File: config.mk
export PLATFORM = sky130hd
export DESIGN_NAME = blood_abnormality_monitor_flat
export DESIGN_NICKNAME = d
export VERILOG_FILES = /design/src/rtl/blood_abnormality_monitor_if.sv /design/src/rtl/blood_abnormality_monitor.sv /design/src/flat_wrapper.sv
export SDC_FILE = /design/constraint.sdc
export NUM_CORES = 1
export LEC_CHECK = 0
export CORE_ASPECT_RATIO = 0.9
export CORE_MARGIN = 8
export CORE_UTILIZATION = 33
export CTS_CLUSTER_SIZE = 16
export DETAILED_ROUTE_END_ITERATION = 10
export MAX_ROUTING_LAYER = met4
export PLACE_DENSITY_LB_ADDON = 0.1
export SLEW_MARGIN = 20
export SYNTH_ARGS = -nofsm -noshare
export SYNTH_HDL_FRONTEND = slang
export SYNTH_SLANG_ARGS = --single-unit
File: constraint.sdc
create_clock -name clk -period 1.6 [get_ports clk]
set_input_delay 0.16 -clock clk [delete_from_list [all_inputs] [get_ports clk]]
set_output_delay 0.16 -clock clk [all_outputs]
set_load 0.03 [all_outputs]
File: src/rtl/blood_abnormality_monitor_if.sv
// Sample/result valid-ready bus for blood_abnormality_monitor.
// master = sensor/alarm side, slave = monitor.
interface blood_abnormality_monitor_if #(
   parameter int CH_W = 2,
   parameter int PH_W = 4
);
   logic            sampleValid;
   logic            sampleReady;
   logic [CH_W-1:0] sampleChannel;
   logic [PH_W-1:0] bloodPH;
   logic [2:0]      bloodType;
   logic            resultValid;
   logic            resultReady;
   logic [CH_W-1:0] resultChannel;
   logic            resultAbnormal;

   modport master (
      output sampleValid, sampleChannel, bloodPH, bloodType,
      output resultReady,
      input  sampleReady, resultValid, resultChannel, resultAbnormal
   );

   modport slave (
      input  sampleValid, sampleChannel, bloodPH, bloodType,
      input  resultReady,
      output sampleReady, resultValid, resultChannel, resultAbnormal
   );
endinterface

File: src/rtl/blood_abnormality_monitor.sv
// Multi-channel blood pH classifier with per-channel consecutive alarms.
// Optional macro BLOOD_STICKY_ALARM_EN: normal samples do not clear alarms.
module blood_abnormality_monitor #(
   parameter int NUM_CH  = 4,
   parameter int PH_W    = 4,
   parameter int PH_LO_A = 4,
   parameter int PH_HI_A = 6,
   parameter int PH_LO_B = 5,
   parameter int PH_HI_B = 7,
   parameter int CONSEC  = 3,
   parameter int CNT_W   = 8,
   localparam int CH_W   = (NUM_CH > 1) ? $clog2(NUM_CH) : 1
) (
   input  logic                clk,
   input  logic                rst,
   blood_abnormality_monitor_if.slave bus,
   output logic [NUM_CH-1:0]   alarm,
   input  logic [NUM_CH-1:0]   alarmAck,
   output logic [CNT_W-1:0]    abnormalTotal
);
   localparam int RUN_W = $clog2(CONSEC + 1);
   localparam logic [RUN_W-1:0] RUN_MAX = RUN_W'(CONSEC);
   localparam logic [PH_W-1:0] LO_A = PH_W'(PH_LO_A);
   localparam logic [PH_W-1:0] HI_A = PH_W'(PH_HI_A);
   localparam logic [PH_W-1:0] LO_B = PH_W'(PH_LO_B);
   localparam logic [PH_W-1:0] HI_B = PH_W'(PH_HI_B);

   logic             accept;
   logic             consume;
   logic             reserved;
   logic             inWinA;
   logic             inWinB;
   logic             isAbnormal;
   logic             inRange;
   logic [RUN_W-1:0] runCnt  [NUM_CH];
   logic [RUN_W-1:0] runNext [NUM_CH];
   logic [NUM_CH-1:0] alarmNext;

   assign bus.sampleReady = !rst &&
      (!bus.resultValid || bus.resultReady);
   assign accept  = bus.sampleValid && bus.sampleReady;
   assign consume = bus.resultValid && bus.resultReady;

   assign reserved = bus.bloodType inside {3'd6, 3'd7};
   assign inWinA = (bus.bloodPH >= LO_A) && (bus.bloodPH <= HI_A);
   assign inWinB = (bus.bloodPH >= LO_B) && (bus.bloodPH <= HI_B);
   assign isAbnormal = reserved ||
      (bus.bloodType[1] ? !inWinB : !inWinA);
   assign inRange = {1'b0, bus.sampleChannel} < (CH_W+1)'(NUM_CH);

   always_comb begin
      for (int i = 0; i < NUM_CH; i++) begin
         runNext[i]   = runCnt[i];
         alarmNext[i] = alarm[i] & ~alarmAck[i];
         if (accept && inRange &&
             bus.sampleChannel == CH_W'(i)) begin
            if (isAbnormal) begin
               if (runCnt[i] != RUN_MAX)
                  runNext[i] = runCnt[i] + 1'b1;
               // a saturated run re-arms the alarm on every abnormal sample
               if (runNext[i] == RUN_MAX)
                  alarmNext[i] = 1'b1;
            end else begin
               runNext[i] = '0;
`ifndef BLOOD_STICKY_ALARM_EN
               alarmNext[i] = 1'b0;
`endif
            end
         end
      end
   end

   always_ff @(posedge clk) begin
      if (rst) begin
         bus.resultValid    <= 1'b0;
         bus.resultChannel  <= '0;
         bus.resultAbnormal <= 1'b0;
         alarm              <= '0;
         abnormalTotal      <= '0;
         for (int i = 0; i < NUM_CH; i++)
            runCnt[i] <= '0;
      end else begin
         if (accept) begin
            bus.resultValid    <= 1'b1;
            bus.resultChannel  <= bus.sampleChannel;
            bus.resultAbnormal <= isAbnormal;
            if (isAbnormal && !(&abnormalTotal))
               abnormalTotal <= abnormalTotal + 1'b1;
         end else if (consume) begin
            bus.resultValid <= 1'b0;
         end
         alarm <= alarmNext;
         for (int i = 0; i < NUM_CH; i++)
            runCnt[i] <= runNext[i];
      end
   end
endmodule
File: src/flat_wrapper.sv
// flat-port wrapper written by rule: the top's interface ports become plain ports
module blood_abnormality_monitor_flat 
#(
   parameter int NUM_CH  = 4,
   parameter int PH_W    = 4,
   parameter int PH_LO_A = 4,
   parameter int PH_HI_A = 6,
   parameter int PH_LO_B = 5,
   parameter int PH_HI_B = 7,
   parameter int CONSEC  = 3,
   parameter int CNT_W   = 8,
   localparam int CH_W   = (NUM_CH > 1) ? $clog2(NUM_CH) : 1
)
  (clk, rst, alarm, alarmAck, abnormalTotal, bus_sampleValid, bus_sampleChannel, bus_bloodPH, bus_bloodType, bus_resultReady, bus_sampleReady, bus_resultValid, bus_resultChannel, bus_resultAbnormal);
  blood_abnormality_monitor_if #(.PH_W(PH_W)) bus_i ();
  input  logic clk;
  input  logic rst;
  output logic [NUM_CH-1:0] alarm;
  input  logic [NUM_CH-1:0] alarmAck;
  output logic [CNT_W-1:0] abnormalTotal;
  input wire logic [$bits(bus_i.sampleValid)-1:0] bus_sampleValid;
  input wire logic [$bits(bus_i.sampleChannel)-1:0] bus_sampleChannel;
  input wire logic [$bits(bus_i.bloodPH)-1:0] bus_bloodPH;
  input wire logic [$bits(bus_i.bloodType)-1:0] bus_bloodType;
  input wire logic [$bits(bus_i.resultReady)-1:0] bus_resultReady;
  output wire logic [$bits(bus_i.sampleReady)-1:0] bus_sampleReady;
  output wire logic [$bits(bus_i.resultValid)-1:0] bus_resultValid;
  output wire logic [$bits(bus_i.resultChannel)-1:0] bus_resultChannel;
  output wire logic [$bits(bus_i.resultAbnormal)-1:0] bus_resultAbnormal;
  assign bus_i.sampleValid = bus_sampleValid;
  assign bus_i.sampleChannel = bus_sampleChannel;
  assign bus_i.bloodPH = bus_bloodPH;
  assign bus_i.bloodType = bus_bloodType;
  assign bus_i.resultReady = bus_resultReady;
  assign bus_sampleReady = bus_i.sampleReady;
  assign bus_resultValid = bus_i.resultValid;
  assign bus_resultChannel = bus_i.resultChannel;
  assign bus_resultAbnormal = bus_i.resultAbnormal;
  blood_abnormality_monitor #(.NUM_CH(NUM_CH), .PH_W(PH_W), .PH_LO_A(PH_LO_A), .PH_HI_A(PH_HI_A), .PH_LO_B(PH_LO_B), .PH_HI_B(PH_HI_B), .CONSEC(CONSEC), .CNT_W(CNT_W)) u_core (.clk(clk), .rst(rst), .bus(bus_i), .alarm(alarm), .alarmAck(alarmAck), .abnormalTotal(abnormalTotal));
endmodule
# Word-level counts from Yosys, hierarchy flattened
# Memories as Yosys holds them, arrays and structs flattened.
# Index checks and enable logic that the tools add are counted.
# word_totals
ff_bits	16
mem_bits_rw	8
out_inout_bits	17
memories	1
# memory_table
memory	words	width	rd	rd_clocked_by_memory_dff	wr	line_no	rtl
u_core.runCnt	4	2	4	0	4	blood_abnormality_monitor.sv:35	logic [RUN_W-1:0] runCnt [NUM_CH];
# classes
add_sub_neg	5
order_cmp	4
eq_ne	13
n_mux	42
n_bitwise	12
n_reduce_logical	22
# ops
op	n
$mux W2	24
$mux W1	18
$eq A2 B2 Y1 const B	6
$logic_and A1 B1 Y1	10
$add A2 B1 Y2 const B	4
$add A8 B1 Y8 const B	1
$ge A4 B3 Y1 const B	2
$le A4 B3 Y1 const B	2
$ne A2 B2 Y1 const B	4
$reduce_and A8 Y1	1
$eq A3 B3 Y1 const B	2
$logic_not A1 Y1	5
$and A1 B1 Y1	4
$not A1 Y1	4
$or A1 B1 Y1	4
$reduce_bool A2 Y1	2
$eq A2 B1 Y1 const B	1
$logic_not A2 Y1	1
$logic_or A1 B1 Y1	2
$reduce_and A2 Y1	1

# Logic depth before layout (Yosys ltp)
# Gate-level depths: netlist (run 1).
# logic_depth
word_depth	11
depth_mapped	5
mapped_depth_nobuf	5

# Least setup slack after synthesis (run 1)
# OpenSTA, ideal clock, no wires.
# synth_path
path_kind	reg-to-reg
from	reg u_core.abnormalTotal[0]
to	reg u_core.abnormalTotal[4]
setup_time_ns	0.070
arrival_ns	1.570
path_slack_ns	-0.040
stages_incl_launch_ff	6
path_buffers	0
path_cell_list	dfxtp_1 ha_1 nand3_1 nor3_1 or4b_1 a21oi_1
# synth_between
elab_chain_len	4
word_cells_on_any_way	5
cone_classes	1 x add/sub; 4 x reduce/logical
# synth_lines
element	line_no	rtl
start, declared	blood_abnormality_monitor.sv:19	output logic [CNT_W-1:0] abnormalTotal
start signal, assigned	blood_abnormality_monitor.sv:88	abnormalTotal <= abnormalTotal + 1'b1;
branches (longest 4 deep; another with $add A8 B1 Y8)	--	
# Parallel ways; which one is timed is not known.
# A chain may end at the register's enable or synchronous reset.

# Worst setup path after layout (run 1)
# layout_path
from	reg u_core.abnormalTotal[5]
to	out abnormalTotal[5]
# layout_lines
element	line_no	rtl
end, declared	flat_wrapper.sv:20	output logic [CNT_W-1:0] abnormalTotal;
# No word-level cell between the ends.

==> flow_summary.ini, run 1 <==
[status]
result_of_the_run = completed

[synthesis]
synthesis.instances = 134
mappedNetlistNets = 152
ys_seq_elements = 24
synth_cell_types = 41
share_of_the_synthesized_area_in_the_top_cell_type_pct = 41.2
yosys_warnings = 0
synth_area_per_cell_um2 = 8.70
yosys.area.top_type = dfxtp_1
synth.cell_area_um2 = 1170
yosysSeqAreaShare_pct = 41.2
cell_types_with_the_largest_area_share_after_synthesis = dfxtp_1, a21oi_1, nand2b_1

[critical_path]
critical_path.max_stage_delay_ns = 0.70
capturing_element_type_of_the_critical_path = primary output
worst-endpoint-arrival_ns = 1.39
cp_cell_sequence = clkdlybuf4s50_1
critical_path.startpoint_type = register
slowest_stage = clkdlybuf4s50_1
worstReg2RegStart = u_core.bus.resultValid
endpoint_of_the_worst_register_to_register_path = u_core.abnormalTotal[4]
worstSetupPathType = reg2out
path_buf_inv = 1
critical_path.max_fanout = 6
ff2ff_setup_slack_ns = 0.10
rr_worst_depth = 5
crit_required_ns = 1.44
critPathTopFamily = buffers and inverters

[pwr]
intPower_mw = 0.949
p_leak_nw = 0.657
p_sw_share_pct = 24.6
sequential_group_share_of_total_power_pct = 49.7
irDropWorstVdd_mv = 0.490
power.share.clock_pct = 32.6
p_per_area_nw_per_um2 = 723
power.net_switching_mw = 0.309
power.total_mw = 1.26
fraction_of_power_consumed_by_combinational_cells_pct = 17.7

[placement]
gp_congestion = 0.804
port-buffer-count = 32
placement.setup.worst_slack_ns = -0.326
detailed_placement_hpwl_um = 2390

[flow_run]
maxCapViolations = 0

[layout]
drive_gt1_share_pct = 20.4
most_common_cell_after_layout_fill_and_taps_aside = clkdlybuf4s50_1
final-seq-area_um2 = 485
layout.cells.most_common_list = clkdlybuf4s50_1, buf_4, dfxtp_1
fin_nets = 205
area_growth_syn_to_layout_pct = 49.2
final_core_utilization_pct = 51.5
n_fill_cell = 341
multi_input_area_um2 = 646
num_antenna_cells = 0

[cts]
cts_made_buffers = 3
worstSkewPairLatency_ns = 0.27
clock_tree.root_cell = clkbuf_8
tritoncts = done
cts_sinks = 24
cts-htree-levels = 1
post_cts.repair.setup_buffers = 0
ctsLongestPathBuffers = 2
cts_hold_buf = 0
clkSlewWorstSetupHoldPaths_ns = 0.09

[sta]
rsz0062_at_grt = yes
final-hold-violation-count = 0
timing.final.ws_setup_ns = 0.0549
clock-skew-final_ns = 0.00482
fin_setup_tns_ns = 0
final.min_clock_period_ns = 1.55
timing.slew.headroom_pct = 68.5
final_setup_fails = 0
report.final.slew_viol_count = 0
fin_hold_ws_ns = 0.456
fin_crit_sh_pct = 96.6
timing_worst_slew_pin_value_ns = 0.470
fmax_mhz = 647

[drt]
detailedRoute.firstPassIterationCount = 4
detail_route.drc_violations = 0
route.final.wire_length_um = 2950
total_vias_in_the_final_route = 1159
drtAntennaViolNets = 0
detail_route.wl_per_cell_um = 12.8
via_per_instance_ratio = 5.04
count_of_routing_violations_after_the_opening_detailed_route_iteration = 39

[min_path]
hold_path_class = reg2reg
whs_endpoint = u_core.bus.resultChannel[0]
hold_path_cells = 2
hold_path.startpoint = u_core.bus.resultChannel[0]

[die]
placeableCoreArea_um2 = 3380
count_of_standard_cell_rows = 20
x_dimension_of_the_die_um = 78.7
initial_core_util_pct = 34.5
io_pins = 34
fp.dieH_um = 72.4
die_area_um2 = 5690

[global_routing]
globalRouteOverflowTotal = 0
grt_util_all_layers_pct = 11.1
grt_pass1_vias = 1160
antenna_violations_before_repair = 0
grt_max_degree = 14
grt_first_pass_wirelength_um = 5080
worst max-delay path by stage:
stage / from / endpoint / slack (ns) / cells past startpoint
finish: u_core.abnormalTotal[5] / abnormalTotal[5] / 0.05 / 1
detailed placement: bus_bloodPH[1] / u_core.abnormalTotal[7] / -0.33 / 6
CTS: bus_bloodPH[1] / u_core.abnormalTotal[7] / 0.004 / 6
global placement: bus_bloodPH[1] / u_core.abnormalTotal[7] / -0.24 / 6
global route: bus_bloodPH[1] / u_core.abnormalTotal[7] / -0.03 / 6
floorplan: u_core.abnormalTotal[5] / u_core.abnormalTotal[7] / 0.06 / 4
kinds of logic after synthesis:
group | after synthesis | share of synthesized area (%)
and+or+nand+nor | 62 | 31.2
AOI/OAI and AO/OA | 35 | 20.3
DFF | 24 | 41.2
buffers and inverters | 10 | 4.40
muxes | 2 | 1.82
adders and majority gates | 1 | 1.07
worst register-to-register path, delay by kind of cell, from the launching register on:
family	cells	cell delay, ns
buf+inv	1	0.16
simple gates	3	0.80
compound gates	1	0.15
flops	1	0.33
area by class of cell:
type / instances / area share [%]
Inverter: 5 / 1.08
Multi-Input combinational cell: 100 / 37.1
Tap cell: 44 / 3.16
Timing Repair Buffer: 53 / 27.6
Sequential cell: 24 / 27.9
Clock buffer: 4 / 3.16
through the flow:
step / std cells / area [um2]
after floorplan: 134 / 1170
after global placement: 226 / 1670
after detailed placement: 226 / 1670
after CTS: 230 / 1730
after global routing: 230 / 1740
final: 230 / 1740
cell usage after synthesis, drive strengths merged:
| cell | instances |
|---|---|
| mux2i | 1 |
| a31oi | 2 |
| nor2b | 8 |
| o22ai | 1 |
| a211oi | 1 |
| or4 | 1 |
| and2b | 1 |
| nand4 | 3 |
| clkbuf | 1 |
| and4 | 1 |
| o21ai | 2 |
| a221o | 1 |
| a311oi | 1 |
| ha | 1 |
| o31ai | 1 |
| o41ai | 3 |
| a21o | 2 |
| a221oi | 1 |
| a31o | 1 |
| nor4b | 2 |
| a21oi | 15 |
| nor4 | 4 |
| nor3 | 3 |
| and3 | 1 |
| mux2 | 1 |
| o21bai | 1 |
| or4b | 1 |
| inv | 5 |
| a211o | 1 |
| nand2b | 9 |
| dfxtp | 24 |
| nor2 | 13 |
| nand3 | 6 |
| o311ai | 2 |
| buf | 4 |
| nand2 | 9 |
power by group through the flow:
stage	clock (mW)	sequential [mW]	combinational, mW
floorplan	0	0.661	0.0771
global placement	0	0.638	0.217
detailed placement	0	0.639	0.222
CTS	0.425	0.625	0.223
global route	0.450	0.629	0.240
finish	0.410	0.625	0.222
per-layer routing:
metal / up-vias / GRT usage [%] / routed length [um]
met2: 22 / 18.8 / 1430
met5: - / - / 0
met4: 0 / 2.46 / 19
met1: 538 / 12.6 / 1370
met3: 2 / 3.33 / 123
li1: 597 / - / -
sequential cells by signal (all words and copies together), names as in the netlist:
signal and cells:
u_core.runCnt 8, u_core.abnormalTotal 8, u_core.bus.resultValid 1, u_core.alarm 4
u_core.bus.resultChannel 2, u_core.bus.resultAbnormal 1
timing repair:
item	in CTS	in global routing
setup endpoints to repair	1	8
gates cloned	0	0
gates resized for setup	1	7
(Power assumes the default switching activity.)
==> run 2, diff against run 1 <==
--- a/config.mk
+++ b/config.mk
@@ -12,6 +12,7 @@
 export DETAILED_ROUTE_END_ITERATION = 10
 export MAX_ROUTING_LAYER = met4
 export PLACE_DENSITY_LB_ADDON = 0.1
+export SKIP_CTS_REPAIR_TIMING = 1
 export SLEW_MARGIN = 20
 export SYNTH_ARGS = -nofsm -noshare
 export SYNTH_HDL_FRONTEND = slang
==> results of run 2 <==
The final DEF is identical to that of run 1; final timing and power are the same.
Main changes from that run: wire length of the first global-routing pass 5080 um -> 5060 um; overall routing resource usage 11.1% -> 11.0%; met1 usage 12.6% -> 12.5%
==> patch (flow settings as in run 1) <==
The option `BLOOD_STICKY_ALARM_EN` is turned on by a define.
--- a/src/rtl/blood_abnormality_monitor.sv
+++ b/src/rtl/blood_abnormality_monitor.sv
@@ -1,4 +1,6 @@
 // Multi-channel blood pH classifier with per-channel consecutive alarms.
 // Optional macro BLOOD_STICKY_ALARM_EN: normal samples do not clear alarms.
+`define BLOOD_STICKY_ALARM_EN
+
 module blood_abnormality_monitor #(
    parameter int NUM_CH  = 4,
Formal check against the unedited RTL: not equivalent (a bounded check fails within 10 cycles, from zero or initial values and one cycle with rst high).
==> patch against run 1 <==
- count of clock-buffer cells in the layout is 1 lower
- sequential cell count did not move
- final area grew 3.6%
- combinational power is 4% higher
- area after synthesis increased by 3.9%
- total power is 11% higher
- via count decreased by 2.3%
- setup slack improved by 15 ps
- routed wire length increased by 9.4%
==> patch: results (changes against run 1) <==
wl_met2_mm: 1.48  # was 1.43 mm
yosysSeqAreaShare_pct: 39.7  # was 41.2%
grt_util_met1_pct: 14.0  # was 12.6%
fin_skew_ps: 1.67  # was 4.82 ps
fin_nets: 199  # was 205
clkCellAreaFrac_pct: 3.96  # was 3.16%
synth_compound_gate_area_share_pct: 17.7  # was 20.3%
status: "finished, final reports clean"  # unchanged
met1_length_mm: 1.58  # was 1.37 mm
hold_start: "u_core.abnormalTotal[0]$_SDFFE_PP0P_"  # was u_core.bus.resultChannel[0]$_SDFFE_PP0P_
nonClockBufferCount: 51  # was 53
synth_commonest_cells: "24 x dfxtp_1, 12 x a21oi_1, 11 x nor2_1"  # was 24 x dfxtp_1, 15 x a21oi_1, 12 x nor2_1
p_int_uw: 1060  # was 949 uW
grt_use_met3_pct: 3.06  # was 3.33%
syn-num-nets: 149  # was 152
vias: 1132  # was 1159
yosysUniqueCellTypes: 40  # was 41
place_area_sq_mm: 0.00170  # was 0.00167 sq mm
use_met2_pct: 18.0  # was 18.8%
ir_drop_mv: 0.385  # was 0.490 mV
place_ws_ps: -241  # was -326 ps
seq_cells: 24  # unchanged
hpwl_mm: 2.45  # was 2.39 mm
multi_input_cells: 96  # was 100
layout-drive-gt1-share_pct: 23.3  # was 20.4%
grt_max_degree: 21  # was 14
startpoint: "u_core.abnormalTotal[4]$_SDFFE_PP0P_"  # was u_core.abnormalTotal[5]$_SDFFE_PP0P_
patch: changes by cell type in the layout (fill, tap and decap cells not counted), moves of 3 or more:
cell,change
a32oi_1,+4
nor2b_1,-3
dfxtp_2,+3
a211oi_1,+5
a21oi_1,-3
patch: metrics by stage:
stage	hold slack (ps)	cells	total power (uW)
after global routing	518	226	1450
after floorplan	259	131	748
after global placement	453	222	861
after detailed placement	461	222	867
final	469	226	1400
after CTS	475	226	1400
patch: worst paths after layout:
check                                                            end  slack (ps)  depth (start not counted)
worst max-delay path                                abnormalTotal[4]          70                          1
worst min-delay path            u_core.abnormalTotal[0]$_SDFFE_PP0P_         470                          1
worst max register to register  u_core.abnormalTotal[7]$_SDFFE_PP0P_         110                          4
worst min register to register  u_core.abnormalTotal[0]$_SDFFE_PP0P_         470                          1
patch: worst register-to-register path, cell delays in order, from the launching register on:
cell     delay [ps]
dfxtp_2         350
ha_1            250
and3_4          200
nor4_2          240
mux2_2          360
